`src/rtl/SB_codex_pkg.sv`:
```
// rtl/SB_codex_pkg.sv - sideband message type, MBTRAIN substate indices and request/response encodings
package SB_codex_pkg;

  typedef struct packed {
    logic [7:0] msg_code;
    logic [7:0] msg_info;
  } SB_msg_t;

  typedef enum logic [3:0] {
    SS_VALVREF          = 4'd0,
    SS_DATAVREF         = 4'd1,
    SS_SPEEDIDLE        = 4'd2,
    SS_TXSELFCAL        = 4'd3,
    SS_RXCLKCAL         = 4'd4,
    SS_VALTRAINCENTER   = 4'd5,
    SS_VALTRAINVREF     = 4'd6,
    SS_DATATRAINCENTER1 = 4'd7,
    SS_DATATRAINVREF    = 4'd8,
    SS_RXDESKEW         = 4'd9,
    SS_DATATRAINCENTER2 = 4'd10,
    SS_LINKSPEED        = 4'd11
  } mbtrain_substate_e;

  localparam logic [7:0] MBTRAIN_REQ_CODE  = 8'hB5;
  localparam logic [7:0] MBTRAIN_RESP_CODE = 8'hBA;

  // msg_info carries the substate index in the upper nibble and start(0)/end(1) in bit 0
  function automatic SB_msg_t mbtrain_msg(input logic is_resp, input mbtrain_substate_e ss,
                                          input logic is_end);
    SB_msg_t m;
    m.msg_code = is_resp ? MBTRAIN_RESP_CODE : MBTRAIN_REQ_CODE;
    m.msg_info = {ss, 3'b000, is_end};
    return m;
  endfunction

endpackage

```
`src/rtl/mbtrain_msg_lut.sv`:
```
// rtl/mbtrain_msg_lut.sv - substate index to start/end request and response encodings
module mbtrain_msg_lut
  import SB_codex_pkg::*;
(
  input  logic [3:0] idx_i,
  output SB_msg_t    start_req_o,
  output SB_msg_t    start_resp_o,
  output SB_msg_t    end_req_o,
  output SB_msg_t    end_resp_o
);

  mbtrain_substate_e ss;

  always_comb begin
    ss           = mbtrain_substate_e'(idx_i);
    start_req_o  = mbtrain_msg(1'b0, ss, 1'b0);
    start_resp_o = mbtrain_msg(1'b1, ss, 1'b0);
    end_req_o    = mbtrain_msg(1'b0, ss, 1'b1);
    end_resp_o   = mbtrain_msg(1'b1, ss, 1'b1);
  end

endmodule

```
`src/rtl/mbtrain_sb_responder.sv`:
```
// rtl/mbtrain_sb_responder.sv - MBTRAIN sideband responder: answers start/end requests for each substate
module mbtrain_sb_responder
  import SB_codex_pkg::*;
#(
  parameter int TIMEOUT_CYCLES = 800000,
  parameter int NUM_SUBSTATES  = 12
) (
  input  logic       clk_100MHz,
  input  logic       reset,
  input  logic       enable_i,
  input  SB_msg_t    RX_msg_i,
  input  logic       RX_msg_valid_i,
  output logic       RX_msg_req_o,
  output SB_msg_t    TX_msg_o,
  output logic       TX_msg_valid_o,
  input  logic       TX_msg_valid_ack_i,
  output logic [3:0] substate_o,
  output logic       MBTRAIN_resp_done_o,
  output logic       timeout_o,
  output logic       reset_state_timeout_counter_o
);

  localparam int              TW          = $clog2(TIMEOUT_CYCLES + 1);
  localparam logic [TW-1:0]   TIMEOUT_VAL = TW'(TIMEOUT_CYCLES);
  localparam logic [3:0]      LAST_IDX    = 4'(NUM_SUBSTATES - 1);

  typedef enum logic [2:0] {
    ST_IDLE,
    ST_WAIT_START_REQ,
    ST_SEND_START_RESP,
    ST_WAIT_END_REQ,
    ST_SEND_END_RESP,
    ST_DONE,
    ST_TIMEOUT
  } state_e;

  state_e          state_q, state_d;
  logic [3:0]      idx_q, idx_d;
  logic [TW-1:0]   timer_q, timer_d;
  logic            pulse_q, pulse_d;
  logic [TW-1:0]   timer_inc;
  logic            rx_take;
  logic            active;
  SB_msg_t         start_req, start_resp, end_req, end_resp;

  mbtrain_msg_lut u_lut (
    .idx_i       (idx_q),
    .start_req_o (start_req),
    .start_resp_o(start_resp),
    .end_req_o   (end_req),
    .end_resp_o  (end_resp)
  );

  always_ff @(posedge clk_100MHz) begin
    if (reset) begin
      state_q <= ST_IDLE;
      idx_q   <= '0;
      timer_q <= '0;
      pulse_q <= 1'b0;
    end else begin
      state_q <= state_d;
      idx_q   <= idx_d;
      timer_q <= timer_d;
      pulse_q <= pulse_d;
    end
  end

  always_comb begin
    RX_msg_req_o                  = (state_q == ST_WAIT_START_REQ) || (state_q == ST_WAIT_END_REQ);
    TX_msg_valid_o                = (state_q == ST_SEND_START_RESP) || (state_q == ST_SEND_END_RESP);
    TX_msg_o                      = '0;
    if (state_q == ST_SEND_START_RESP) TX_msg_o = start_resp;
    if (state_q == ST_SEND_END_RESP)   TX_msg_o = end_resp;
    MBTRAIN_resp_done_o           = (state_q == ST_DONE);
    timeout_o                     = (state_q == ST_TIMEOUT);
    substate_o                    = idx_q;
    reset_state_timeout_counter_o = pulse_q;

    rx_take   = RX_msg_valid_i && RX_msg_req_o;
    active    = RX_msg_req_o || TX_msg_valid_o;
    timer_inc = timer_q + TW'(1);

    state_d = state_q;
    idx_d   = idx_q;
    timer_d = active ? timer_inc : timer_q;
    pulse_d = 1'b0;

    if (!enable_i) begin
      state_d = ST_IDLE;
      idx_d   = '0;
      timer_d = '0;
    end else begin
      unique case (state_q)
        ST_IDLE: begin
          state_d = ST_WAIT_START_REQ;
          idx_d   = '0;
          timer_d = '0;
        end
        ST_WAIT_START_REQ: if (rx_take && RX_msg_i == start_req) state_d = ST_SEND_START_RESP;
        ST_WAIT_END_REQ:   if (rx_take && RX_msg_i == end_req)   state_d = ST_SEND_END_RESP;
        ST_SEND_START_RESP: if (TX_msg_valid_ack_i) begin
          state_d = ST_WAIT_END_REQ;
          timer_d = '0;
          pulse_d = 1'b1;
        end
        ST_SEND_END_RESP: if (TX_msg_valid_ack_i) begin
          timer_d = '0;
          pulse_d = 1'b1;
          if (idx_q >= LAST_IDX) begin
            state_d = ST_DONE;
          end else begin
            state_d = ST_WAIT_START_REQ;
            idx_d   = idx_q + 4'd1;
          end
        end
        default: ;
      endcase

      // Running out of time wins over any ack or message seen in the same cycle
      if (active && timer_inc == TIMEOUT_VAL) begin
        state_d = ST_TIMEOUT;
        idx_d   = idx_q;
        timer_d = timer_inc;
        pulse_d = 1'b0;
      end
    end
  end

endmodule

```
`config.mk`:
```
export PLATFORM = sky130hd
export DESIGN_NAME = mbtrain_sb_responder
export DESIGN_NICKNAME = d
export VERILOG_FILES = /design/src/rtl/SB_codex_pkg.sv /design/src/rtl/mbtrain_msg_lut.sv /design/src/rtl/mbtrain_sb_responder.sv
export SDC_FILE = /design/constraint.sdc
export NUM_CORES = 1
export LEC_CHECK = 0
export ABC_AREA = 1
export CAP_MARGIN = 40
export CORE_UTILIZATION = 45
export DETAILED_ROUTE_END_ITERATION = 7
export PLACE_DENSITY = 0.74
export SLEW_MARGIN = 0
export SYNTH_ARGS = -nofsm -noshare
export SYNTH_HDL_FRONTEND = slang
export SYNTH_HIERARCHICAL = 1
export SYNTH_SLANG_ARGS = --single-unit
export TNS_END_PERCENT = 30
```
`constraint.sdc`:
```
create_clock -name clk_100MHz -period 3.95 [get_ports clk_100MHz]
set_input_delay 0.79 -clock clk_100MHz [delete_from_list [all_inputs] [get_ports clk_100MHz]]
set_output_delay 0.79 -clock clk_100MHz [all_outputs]
set_load 0.01 [all_outputs]
```
==> results.sh, run 1 <==
export IMPL_path_common_cell="nand2_1"
export IMPL_synth_ff_type="dfxtp_1"
export IMPL_post_route_util_pct=49.4
export IMPL_hpwl_mm=4.81
export IMPL_numCtsBuffers=3
export IMPL_status="completed"
export IMPL_ios=46
export IMPL_h_tree_depth=1
export IMPL_setup_viol=0
export IMPL_r2r_start="state_q[2]"
export IMPL_die_h_um=85.8
export IMPL_worst_clock_skew_ns=0.00432
export IMPL_clock_sinks=28
export IMPL_vias=2758
export IMPL_dieArea_um2=7360
export IMPL_design_area_um2=3360
export IMPL_cts_repair_resized=0
export IMPL_overflow=0
export IMPL_cts_tree="done"
export IMPL_critPathLaunchType="flip-flop"
export IMPL_first_global_vias=2562
export IMPL_portBuffers=39
export IMPL_finalHoldViolCount=0
export IMPL_period_minus_slack_ns=2.94
export IMPL_antenna_found_initial=0
export IMPL_clock_path_buffers=2
export IMPL_routabilityCongestion=0.916
export IMPL_ff_latch_area_um2=561
export IMPL_synthArstFlopShare_pct=0
export IMPL_clk_latency_ns=0.28
export IMPL_gr_usage_met3_pct=3.18
export IMPL_clk_pin_slew_ns=0.09
export IMPL_grt_start_max_net_pins=25
export IMPL_yosysMostFrequentCell="nand2_1"
export IMPL_hp_class="flip-flop to flip-flop"
export IMPL_ys_seq_area_share_pct=17.7
export IMPL_busiest_layer="met2"
export IMPL_die_w_um=85.8
export IMPL_via_per_inst=4.54
export IMPL_cp_max_fo=18
export IMPL_first_pass_iters=4
export IMPL_drv_cap=0
export IMPL_max_stage_delay_ns=0.50
export IMPL_p_leak_nw=1.38
export IMPL_holdPathEnd="substate_o[3]"
export IMPL_place_area_um2=3320
export IMPL_post_route_period_util_pct=74.5
export IMPL_met2_usage_pct=34.1
export IMPL_synth_cell_types=33
export IMPL_worstMarginPinSlew_ns=0.663
export IMPL_final_antenna_net_count=0
export IMPL_hold_depth=2
export IMPL_syn_area_per_cell_um2=6.41
export IMPL_critical_path_cell_chain="nor2_2 -> nand2_1 -> clkinv_1 -> nand2_1 -> o21ai_0 -> clkdlybuf4s50_1"
export IMPL_antenna_cells=0
export IMPL_power_density_nw_per_um2=209
export IMPL_endpoint_kind="output port"
export IMPL_tns_ns=0
export IMPL_rsz0062_at_grt="no"
export IMPL_synth_edf_count=0
export IMPL_synth_largest_area_cell="dfxtp_1"
export IMPL_synthToLayoutAreaGrowth_pct=6.34
export IMPL_wl_per_cell_um=10.1
export IMPL_fmax_mhz=340
export IMPL_ys_ff_latch=28
export IMPL_ir_drop_v=0.000218
export IMPL_root_buffer="clkbuf_8"
export IMPL_final_max_slew_viol_count=0
export IMPL_coreArea_um2=6790
export IMPL_worstPathArrival_ns=2.15
export IMPL_grt_pass1_wl_mm=10.7
export IMPL_rr_endpoint="state_q[1]"
export IMPL_grtUsageTotal_pct=17.6
export IMPL_min_from="substate_o[3]"
export IMPL_wirelength_mm=6.11
export IMPL_yosysWarnings=6
export IMPL_n_fill_cell=695
export IMPL_cp_slowest_cell="clkdlybuf4s50_1"
export IMPL_synth_area_um2=3160
export IMPL_synth_top_cell_area_share_pct=17.7
export IMPL_multi_input_area_um2=2040
export IMPL_drcViolationCount=0
export IMPL_r2r_slack_ns=1.42
export IMPL_synth_area_top_cells="dfxtp_1, buf_4, nand2_1"
export IMPL_rr_worst_depth=9
export IMPL_nets=537
export IMPL_yosys_top_cells_count="nand2_1, buf_4, inv_1"
export IMPL_postCtsHoldBufs=0
export IMPL_floorplan_initialDensity_pct=46.5
export IMPL_relSlewSlack_pct=55.6
export IMPL_rows=30
export IMPL_initialDrtViolationCount=112
export IMPL_synth_cells=493
export IMPL_whs_ns=0.586
export IMPL_use_met1_pct=20.0
export IMPL_worstSetupPathType="flip-flop to output port"
export IMPL_postCtsSetupBuffers=0
export IMPL_power_uw=703
export IMPL_drive_gt1_share_pct=9.59
export IMPL_worstPathRequired_ns=3.16
flip-flops by register name (all words and copies together), names as in the netlist:
signal,count
timer_q,20
substate_o,4
state_q,3
reset_state_timeout_counter_o,1
kinds of logic after synthesis:
logic type               Yosys count  synth area share, %
multiplexers                       2                0.634
AND/OR/NAND/NOR                  251                 40.1
adder cells (fa/ha/maj)            3                 1.19
AO/OA/AOI/OAI                     51                 8.51
flip-flops                        28                 17.7
other                              2                0.238
buffers and inverters            126                 23.2
XOR/XNOR                          30                 8.32
power breakdown:
group | switching [mW] | internal (mW) | leakage [nW]
logic | 0.143 | 0.0945 | 1.13
clock network | 0.0914 | 0.0688 | 0.0216
registers | 0.0136 | 0.291 | 0.226
total | 0.248 | 0.454 | 1.38
worst max-delay path, delay by kind of cell (launching register included):
kind            cells  cell delay (ns)
flops               1             0.47
simple gates        3             0.39
compound gates      1             0.11
buf+inv             2             0.92
per-stage QoR:
step,worst slack (ns),std cells
finish,1.01,607
global route,0.804,607
CTS,0.980,607
detailed placement,1.30,604
global placement,1.39,604
floorplan,1.94,539
cell type report:
class / instances / share of cell area (%)
inverter: 56 / 6.26
sequential: 28 / 16.7
timing repair buffer: 39 / 11.6
clock buffer: 3 / 1.23
tap: 96 / 3.58
multi-input combinational: 385 / 60.6
worst max path at each step:
stage / depth (start not counted) / startpoint / endpoint
2_1_floorplan: 6 / state_q[1] / TX_msg_o[11]
3_3_place_gp: 6 / state_q[1] / TX_msg_o[13]
3_5_place_dp: 6 / state_q[1] / TX_msg_o[6]
4_1_cts: 6 / state_q[1] / TX_msg_o[6]
5_1_grt: 6 / state_q[1] / TX_msg_o[12]
6_report: 6 / state_q[1] / TX_msg_o[6]
per-layer routing:
| layer | up-vias | share of wire [%] |
|---|---|---|
| li1 | 1476 | - |
| met1 | 1227 | 46 |
| met2 | 51 | 50 |
| met3 | 4 | 3.5 |
| met4 | 0 | 0.56 |
| met5 | - | 0 |
cells in the final DEF, fill, tap and decap left out, types with 16 or more instances in the layout:
cell type	instances
clkdlybuf4s50_1	39
conb_1	48
dfxtp_1	28
inv_1	54
nand2_1	110
nand3_1	27
nor2_1	51
nor2_4	16
o21ai_0	38
xnor2_1	21
Power figures use the tool's default switching activity.
==> inputs of run 2 (changes only) <==
- clock period: 3.95 -> 2.8 ns (I/O delays scaled with it)
==> run 2 against run 1 <==
Compared with the run above: via count is 0.40% higher; clock skew is 0.0020 ns lower; core utilization is 0.64 points higher; clock power is 59% higher; combinational power is 45% higher; sequential power is 41% higher; first-iteration DRC count is 4.5% higher; sequential share of layout area is 0.21 points lower.
==> results.sh, run 2 (synthesis gave the netlist of run 1 again) <==
export IMPL_cts_repair_resized=0
export IMPL_rsz0062_at_grt="no"
export IMPL_vias=2769
export IMPL_grtUsageTotal_pct=17.8
export IMPL_clock_sinks=28
export IMPL_finalNonFillerCells=612
export IMPL_portBuffers=39
export IMPL_max_stage_delay_ns=0.57
export IMPL_ff_latch_area_um2=561
export IMPL_drv_cap=0
export IMPL_wirelength_mm=6.12
export IMPL_routabilityCongestion=0.907
export IMPL_post_route_period_util_pct=91.2
export IMPL_critPathBufInv=3
export IMPL_final_antenna_net_count=0
export IMPL_worstPathArrival_ns=1.99
export IMPL_n_fill_cell=697
export IMPL_path_common_cell="nand2_1"
export IMPL_hp_class="flip-flop to flip-flop"
export IMPL_die_h_um=85.8
export IMPL_largest_register_ffs=20
export IMPL_cp_depth=7
export IMPL_floorplan_initialDensity_pct=46.5
export IMPL_clk_pin_slew_ns=0.09
export IMPL_synthToLayoutAreaGrowth_pct=7.72
export IMPL_final_cell_mix="nand2_1, inv_1, nor2_1"
export IMPL_rows=30
export IMPL_wl_per_cell_um=10.0
export IMPL_finalHoldViolCount=0
export IMPL_die_w_um=85.8
export IMPL_grt_pass1_wl_mm=10.7
export IMPL_clk_latency_ns=0.28
export IMPL_setup_viol=0
export IMPL_setup_ws_ns=0.246
export IMPL_ir_drop_v=0.000182
export IMPL_worst_clock_skew_ns=0.00228
export IMPL_multi_input_area_um2=2040
export IMPL_period_minus_slack_ns=2.55
export IMPL_antenna_cells=0
export IMPL_dieArea_um2=7360
export IMPL_power_mw=1.03
export IMPL_ios=46
export IMPL_rr_worst_depth=11
export IMPL_initialDrtViolationCount=117
export IMPL_p_leak_nw=1.41
export IMPL_nets=541
export IMPL_via_per_inst=4.52
export IMPL_worstSetupPathType="flip-flop to output port"
export IMPL_cp_top_family="buffers and inverters"
export IMPL_first_global_vias=2552
export IMPL_drive_gt1_share_pct=10.5
export IMPL_power_density_nw_per_um2=302
export IMPL_final_max_slew_viol_count=0
export IMPL_placed_cells=608
export IMPL_coreArea_um2=6790
export IMPL_grt_start_max_net_pins=24
export IMPL_postCtsSetupBuffers=0
export IMPL_cp_max_fo=18
export IMPL_clock_path_buffers=2
export IMPL_final_common_cell="nand2_1"
export IMPL_cts_tree="done"
export IMPL_critPathLaunchType="flip-flop"
export IMPL_root_buffer="clkbuf_8"
export IMPL_numCtsBuffers=3
export IMPL_h_tree_depth=1
export IMPL_drcViolationCount=0
export IMPL_hpwl_mm=4.91
export IMPL_antenna_found_initial=0
export IMPL_endpoint_kind="output port"
export IMPL_status="completed"
export IMPL_worstPathRequired_ns=2.24
export IMPL_first_pass_iters=4
export IMPL_fmax_mhz=392
export IMPL_pre_cts_ws_ns=0.523
export IMPL_postCtsHoldBufs=0
export IMPL_critical_path_cell_chain="nor2_2 -> nand2_1 -> clkinv_1 -> buf_4 -> nand2_1 -> o21ai_0 -> clkdlybuf4s50_1"
export IMPL_regMostFlops="timer_q"
export IMPL_tns_ns=0
export IMPL_hold_depth=2
export IMPL_overflow=0
export IMPL_cp_slowest_cell="clkdlybuf4s50_1"
==> run 2: cell count changes in the layout (fill, tap and decap cells not counted) <==
cell      previous run  this run
buf_4                0         4
clkbuf_8             3         4
==> run 2: layer usage <==
| layer | wire length [um] | global-route usage [%] | up-vias |
|---|---|---|---|
| li1 | - | - | 1480 |
| met1 | 2850 | 20.6 | 1219 |
| met2 | 2990 | 33.8 | 65 |
| met3 | 207 | 1.64 | 5 |
| met4 | 76 | 6.36 | 0 |
| met5 | 0 | 0 | - |
==> run 2: path summary, 6_finish.rpt <==
path | startpoint | to | slack (ns)
hold / removal | substate_o[3] | substate_o[3] | 0.57
hold reg to reg | substate_o[3] | substate_o[3] | 0.57
setup / recovery | state_q[1] | TX_msg_o[5] | 0.25
setup reg to reg | timer_q[0] | timer_q[4] | 0.51
==> run 2: worst min-delay path, stage by stage (launching register included) <==
cell	delay (ns)
dfxtp_1	0.37
inv_1	0.09
a21oi_1	0.06
==> run 2: where the power goes <==
part	internal (mW)	switching, mW
clock	0.126	0.128
combinational	0.140	0.203
sequential	0.411	0.0188
total	0.677	0.350
==> run 2: area by class of cell <==
cell class	count	share of cell area, %
timing repair buffer	43	12.4
clock buffer	4	1.62
sequential	28	16.5
inverter	56	6.18
tap	96	3.53
multi-input combinational	385	59.9
==> run 2: through the flow <==
| step | cell area (um^2) | hold slack, ns | util (%) |
|---|---|---|---|
| 2_1_floorplan | 3330 | 0.541 | - |
| 3_3_place_gp | 3350 | 0.570 | 49.3 |
| 3_5_place_dp | 3350 | 0.568 | 49.3 |
| 4_1_cts | 3400 | 0.583 | 50.1 |
| 5_1_grt | 3400 | 0.629 | 50.1 |
| 6_report | 3400 | 0.570 | 50.1 |
